$ cat src/rtl/thresh_preset_cfg_sequencer.sv
// Sequences the ADXL362 activity/inactivity register writes for a newly selected preset.
// Optional macro THRESH_CFG_CLAMP_EN saturates the threshold at 11'h7FF instead of truncating.
module thresh_preset_cfg_sequencer #(
  parameter logic [7:0]  parm_pwr_ctl_standby = 8'h00,
  parameter logic [7:0]  parm_pwr_ctl_measure = 8'h0A,
  parameter int unsigned parm_settle_cycles   = 20000
) (
  input  logic        i_clk_20mhz,
  input  logic        i_rst_20mhz_n,
  input  logic [3:0]  i_value_enum,
  input  logic [15:0] i_value_thresh,
  input  logic [15:0] i_value_timer,
  input  logic        i_cfg_req,
  output logic        o_cmd_valid,
  input  logic        i_cmd_ready,
  output logic [7:0]  o_cmd_addr,
  output logic [7:0]  o_cmd_data,
  output logic        o_busy,
  output logic        o_cfg_done,
  output logic [3:0]  o_applied_enum
);

  localparam int unsigned CW = (parm_settle_cycles > 1) ? $clog2(parm_settle_cycles) : 1;
  localparam logic [CW-1:0] SETTLE_LOAD = CW'(parm_settle_cycles - 1);

  typedef enum logic [2:0] {ST_IDLE, ST_LATCH, ST_WRITE, ST_SETTLE, ST_DONE} state_t;

  state_t        r_state;
  logic [2:0]    r_idx;
  logic [CW-1:0] r_cnt;
  logic [3:0]    r_enum;
  logic [10:0]   r_t;
  logic [15:0]   r_timer;
  logic          r_pwrup;
  logic          r_req_hold;
  logic          r_valid;
  logic [7:0]    r_addr;
  logic [7:0]    r_data;
  logic          r_busy;
  logic          r_cfg_done;
  logic [3:0]    r_applied;
  logic [10:0]   w_t;
  logic          w_pending;

`ifdef THRESH_CFG_CLAMP_EN
  assign w_t = (i_value_thresh > 16'h07FF) ? 11'h7FF : i_value_thresh[10:0];
`else
  logic w_unused_thresh;
  assign w_unused_thresh = ^i_value_thresh[15:11];
  assign w_t = i_value_thresh[10:0];
`endif

  // Write list: {address, data} for each step of the sequence.
  function automatic logic [15:0] f_entry(input logic [2:0] idx, input logic [10:0] t,
                                          input logic [15:0] tm);
    case (idx)
      3'd0:    f_entry = {8'h2D, parm_pwr_ctl_standby};
      3'd1:    f_entry = {8'h20, t[7:0]};
      3'd2:    f_entry = {8'h21, 5'b00000, t[10:8]};
      3'd3:    f_entry = {8'h23, t[7:0]};
      3'd4:    f_entry = {8'h24, 5'b00000, t[10:8]};
      3'd5:    f_entry = {8'h25, tm[7:0]};
      3'd6:    f_entry = {8'h26, tm[15:8]};
      default: f_entry = {8'h2D, parm_pwr_ctl_measure};
    endcase
  endfunction

  assign w_pending = (i_value_enum != r_applied) || i_cfg_req || r_req_hold || r_pwrup;

  always_ff @(posedge i_clk_20mhz or negedge i_rst_20mhz_n) begin
    if (!i_rst_20mhz_n) begin
      r_state    <= ST_IDLE;
      r_idx      <= 3'd0;
      r_cnt      <= '0;
      r_enum     <= 4'd0;
      r_t        <= 11'd0;
      r_timer    <= 16'd0;
      r_pwrup    <= 1'b1;
      r_req_hold <= 1'b0;
      r_valid    <= 1'b0;
      r_addr     <= 8'd0;
      r_data     <= 8'd0;
      r_busy     <= 1'b0;
      r_cfg_done <= 1'b0;
      r_applied  <= 4'd0;
    end else begin
      r_cfg_done <= 1'b0;
      // Lags the state by one clock so busy stays up through the done pulse.
      r_busy     <= (r_state != ST_IDLE);
      if (i_cfg_req && (r_state != ST_IDLE)) begin
        r_req_hold <= 1'b1;
      end
      case (r_state)
        ST_IDLE: begin
          if (w_pending) begin
            r_state <= ST_LATCH;
          end
        end
        ST_LATCH: begin
          r_enum     <= i_value_enum;
          r_t        <= w_t;
          r_timer    <= i_value_timer;
          r_idx      <= 3'd0;
          r_pwrup    <= 1'b0;
          r_req_hold <= i_cfg_req;
          r_valid    <= 1'b1;
          {r_addr, r_data} <= f_entry(3'd0, w_t, i_value_timer);
          r_state    <= ST_WRITE;
        end
        ST_WRITE: begin
          if (r_valid && i_cmd_ready) begin
            if (r_idx == 3'd7) begin
              r_valid <= 1'b0;
              r_cnt   <= SETTLE_LOAD;
              r_state <= ST_SETTLE;
            end else begin
              r_idx <= r_idx + 3'd1;
              {r_addr, r_data} <= f_entry(r_idx + 3'd1, r_t, r_timer);
            end
          end
        end
        ST_SETTLE: begin
          if (r_cnt == '0) begin
            r_state <= ST_DONE;
          end else begin
            r_cnt <= r_cnt - {{(CW-1){1'b0}}, 1'b1};
          end
        end
        ST_DONE: begin
          r_applied  <= r_enum;
          r_cfg_done <= 1'b1;
          r_state    <= ST_IDLE;
        end
        default: begin
          r_state <= ST_IDLE;
        end
      endcase
    end
  end

  assign o_cmd_valid    = r_valid;
  assign o_cmd_addr     = r_addr;
  assign o_cmd_data     = r_data;
  assign o_busy         = r_busy;
  assign o_cfg_done     = r_cfg_done;
  assign o_applied_enum = r_applied;

endmodule

$ cat config.mk
export PLATFORM = sky130hd
export DESIGN_NAME = thresh_preset_cfg_sequencer
export DESIGN_NICKNAME = d
export VERILOG_FILES = /design/src/rtl/thresh_preset_cfg_sequencer.sv
export SDC_FILE = /design/constraint.sdc
export NUM_CORES = 1
export LEC_CHECK = 0
export CAP_MARGIN = 20
export CORE_MARGIN = 3
export CORE_UTILIZATION = 44
export CTS_CLUSTER_DIAMETER = 150
export DETAILED_ROUTE_END_ITERATION = 7
export GPL_ROUTABILITY_DRIVEN = 0
export PLACE_DENSITY = 0.79
export SLEW_MARGIN = 10
export SYNTH_ARGS = -nofsm -noshare
export SYNTH_HDL_FRONTEND = slang
export SYNTH_SLANG_ARGS = --single-unit
$ cat constraint.sdc
create_clock -name i_clk_20mhz -period 4.8 [get_ports i_clk_20mhz]
set_input_delay 0.96 -clock i_clk_20mhz [delete_from_list [all_inputs] [get_ports i_clk_20mhz]]
set_output_delay 0.96 -clock i_clk_20mhz [all_outputs]
set_load 0.03 [all_outputs]
## Word level (Yosys, flattened, before mapping)

Index checks and enable logic that the tools add are counted.

- Flip-flop bits (word level): 77
- Input port bits: 40
- Word-level logic and storage cells: 75

- Add/subtract/negate cells: 2
- Equal/unequal tests: 18
- Mux-type cells: 25
- Reduce and logical (&&, ||, !) cells: 16

Operator list:

| operator | number |
|---|---|
| case mux 12 bit (7 select lines) | 1 |
| two-way mux 15 bit | 3 |
| two-way mux 8 bit | 4 |
| case mux 8 bit (2 select lines) | 2 |
| case mux 15 bit (2 select lines) | 1 |
| two-way mux 3 bit | 6 |
| equality test 3 bit (second input constant) | 5 |
| logical NOT 15 bit | 1 |
| subtractor 15 x 1 -> 15 bit (second input constant) | 1 |
| equality test 3 x 2 -> 1 bit (second input constant) | 4 |
| != test 2 bit (second input constant) | 6 |
| case mux 3 bit (4 select lines) | 1 |
| AND reduction 4 bit | 2 |
| equality test 3 x 1 -> 1 bit (second input constant) | 2 |
| logical NOT 3 bit | 2 |
| case mux 3 bit (2 select lines) | 1 |
| AND reduction 3 bit | 2 |
| nonzero test 2 bit | 3 |
| two-way mux 1 bit | 5 |
| != test 4 bit | 1 |
| adder 3 x 1 -> 3 bit (second input constant) | 1 |
| logical OR 1 bit | 3 |
| nonzero test 3 bit | 1 |
| logical AND 1 bit | 2 |
| case mux 1 bit (2 select lines) | 1 |

## Logic depth before layout (Yosys ltp)

- Depth in word-level cells: 6
- Mapped depth: 7

## Worst setup path before layout

Ideal clock, no wire load.

- Path kind: reg-to-reg
- Start: register r_cnt[0]
- End: register r_cnt[12]
- Setup slack: 2.682 ns
- Library setup time: 0.083 ns
- Cell stages (with the launch flop): 7
- Clock period less this slack: 2.118 ns
- Path buffers: 0
- Arrival: 2.035 ns
- Cells stage by stage: dfrtp_1 inv_1 ha_1 or3b_2 or4_4 or4_1 o21ai_0

- Word-level cells in the longest chain between the ends: 3
- Elaborated cells on any way between the ends: 6

Ends and longest elaborated chain:

| element | RTL line | text |
|---|---|---|
| from (decl) | 30 | `logic [CW-1:0] r_cnt;` |
| from (signal assigned) | 126 | `r_cnt <= r_cnt - {{(CW-1){1'b0}}, 1'b1};` |
| subtractor 15 x 1 -> 15 bit / logical NOT 15 bit (equally long branches) | 126, 123 |  |
| two-way mux 15 bit / != test 2 bit (equally long branches) | - |  |
| case mux 15 bit (2 select lines) / AND reduction 4 bit (equally long branches) | - |  |

Parallel ways exist; a longest one is shown, timed or not. The select of a mux whose other input is x is not followed.
A chain may end at the register's enable or synchronous reset.

## Worst setup path after layout

- Start: register r_valid (netlist: o_cmd_valid)
- End: output o_cmd_valid

RTL lines:

| element | RTL line | text |
|---|---|---|
| from (decl) | 36 | `logic r_valid;` |
| from (signal assigned) | 80 | `r_valid <= 1'b0;` |
| from (signal assigned) | 106 | `r_valid <= 1'b1;` |
| from (signal assigned) | 113 | `r_valid <= 1'b0;` |
| to (decl) | 14 | `output logic o_cmd_valid,` |

No word-level cell between the ends.

==> run metrics <==
placed wire-length estimate 5510 um; number of vias per cell 5.45; critical path launch point type flip-flop; vias in the first global route 2776; nets@finish 457; Crit Path Max Fanout 4; Final Slew Violations 0; DR iter-0 viols 199; Distinct cells, synth 51; sequential area share after synthesis approximately 54%; post-CTS resize count 0; Initial Util 46.5%; largest cells by area after synthesis dfrtp_1 (53%), nand2_1 (12%), ha_1 (2.5%); Synthesis Warnings 0; Data required, critical path 3.84 ns; CP delay by family, top buffers and inverters; Synth Instances 358; max incr delay on CP about 0.7 ns; f_max roughly 410 MHz; ANT nets after route 0; Die X 94.5 um; core area 0.00741 mm^2; Combinational Power Share 37.4%; Port-buffer cells 54; Pre-antenna DRT Iters 4; crit end category primary output; cell area after placement between 0.004 and 0.005 mm^2; final setup fails 0; die height 94.5 um; area leader, netlist dfrtp_1; switching share of power between 30% and 40%; synthesized area 0.00345 mm^2; via count 2800; RSZ-0062 raised after global routing no; Hold/Removal Path Class reg2reg; Finished Cell Area approximately 0.0043 mm^2; Tmin final 2.41 ns; stages on the worst setup path 1; TritonCTS buffer count 9; share of cells above drive strength 1 10.1%; Worst-path clk slew 0.08 ns; area taken by multi-input logic gates 0.00151 mm^2; setup TNS 0 ns; Synth Flop Type dfrtp_1; grt total ovfl 0; Async S/R FF share, synth 100%; Final Hold Fails 0; Routed WL per cell about 15 um; FF-to-FF path depth 4; Post-synth EDFFs 0; number of setup buffers added after CTS 0; Cell Pwr Density 533 mW/mm^2; Mean Syn Cell Area 9.63 um^2; Clock Latency Late Sink 0.34 ns; part of the cycle the worst path needs about 50%; Total GRT Usage 18.9%; flops & latches, synth 74; NetSw ~860 uW; clock skew 0.00790 ns; clk buf depth 2; Storage cell area 0.00185 mm^2; Layout Area Growth over Synthesis 24.8%; CP bufs+invs 1; slew margin rel. approximately a third; Pwr Total around 2.3 mW; max_cap viols 0; crit-path cells clkdlybuf4s50_1; Core Util, Final 58.1%; Setup WS pre-CTS slightly above 2 ns; CP Data Arrival Time 1.45 ns; Site Rows 31; Total Wirelength 7840 um; cts hold-fix bufs 0; Internal Pwr Total 1.43 mW; Diodes inserted 0; top cell type's share of synthesized area 53.0%; initial antenna violation count 0; slowest stage cell, crit path clkdlybuf4s50_1; drt drc 0; largest net degree at the start of global routing 44; slack of the critical path between 2 and 2.5 ns; reg2reg setup slack 2.50 ns; leakage power approximately 1.9 nW; CTS tree yes; status finished, final reports clean; clk sinks 74; IO Pins 63; Slew @ Worst Pin 1.00 ns; peak supply drop just under 200 uV; Hold Path Stages 1; Setup CP Type reg2out; Die Area roughly 0.009 mm^2; Sequential Power Share 38.7%; fillcell total 617; CTS root buffer clkbuf_8; clock network fraction of total power 23.9%; global-route wire length before repair 13200 um; CTS H-Tree Depth 3
==> final timing paths <==
kind,from,to
max in group asynchronous,i_rst_20mhz_n,r_pwrup
worst min-delay path,o_cmd_addr[5],o_cmd_addr[5]
worst max-delay path,o_cmd_valid,o_cmd_valid
min in group asynchronous,i_rst_20mhz_n,r_cnt[13]
worst min register to register,o_cmd_addr[5],o_cmd_addr[5]
worst max register to register,r_state[1],o_cmd_addr[3]
==> routing by layer <==
metal | up-vias | GRT usage [%] | share of wire [%]
met1 | 1359 | 25.5 | 47
met3 | 10 | 5.10 | 5.2
met2 | 75 | 29.8 | 47
met4 | 0 | 5.77 | 1.2
met5 | - | 0 | 0
li1 | 1356 | - | -
==> state kept, by name, indices dropped and copies added, names as in the netlist, 3 cells and up <==
signal          cells
r_timer            16
r_cnt              15
r_state             3
o_applied_enum      4
r_enum              4
r_t                11
o_cmd_data          8
o_cmd_addr          5
r_idx               3
==> metrics by stage <==
stage	hold WS, ns	cells
finish	0.477	514
detailed placement	0.461	497
CTS	0.479	513
floorplan	0.439	360
global route	0.509	514
global placement	0.453	497
==> logic make-up (layout without fill, tap and decap cells) <==
logic type | after synthesis | after routing | synth area share, %
flip-flops | 74 | 74 | 53.7
XOR/XNOR | 4 | 4 | 1.02
AO/OA/AOI/OAI | 66 | 66 | 13.2
buffers and inverters | 23 | 78 | 2.83
other | 1 | 3 | 0.109
adder cells (fa/ha/maj) | 7 | 7 | 2.54
AND/OR/NAND/NOR | 176 | 176 | 24.3
multiplexers | 7 | 7 | 2.21
==> cells in the mapped netlist, types with 6 or more instances <==
master / count
nand2_1: 109
dfrtp_1: 73
a21oi_1: 15
clkbuf_1: 15
o21ai_0: 14
nor2_1: 13
nand3_1: 8
ha_1: 7
or4_1: 7
o2bb2ai_1: 6
==> power by group through the flow <==
stage / combinational, mW / sequential (mW) / clock (mW)
2_1_floorplan: 0.503 / 0.953 / 0
3_3_place_gp: 0.824 / 0.890 / 0
3_5_place_dp: 0.853 / 0.896 / 0
4_1_cts: 0.854 / 0.886 / 0.552
5_1_grt: 0.946 / 0.908 / 0.576
6_report: 0.858 / 0.888 / 0.548
==> placed cells by master (no fill, tap or decap), types with 6 or more instances in the layout <==
cell type        instances
a21oi_1                 15
clkbuf_8                10
clkdlybuf4s50_1         53
dfrtp_1                 73
ha_1                     7
nand2_1                109
nand3_1                  8
nor2_1                  13
o21ai_0                 14
o2bb2ai_1                6
or4_1                    7
==> layout make-up <==
class | instances | share of cell area, %
flip-flops and latches | 74 | 43.1
multi-input cells | 263 | 35.1
repair buffers | 57 | 13.3
clock buffers | 10 | 3.20
well taps | 99 | 2.88
clock inverters | 6 | 2.06
inverters | 5 | 0.436
Note: power is estimated with default switching activity, not from simulation.
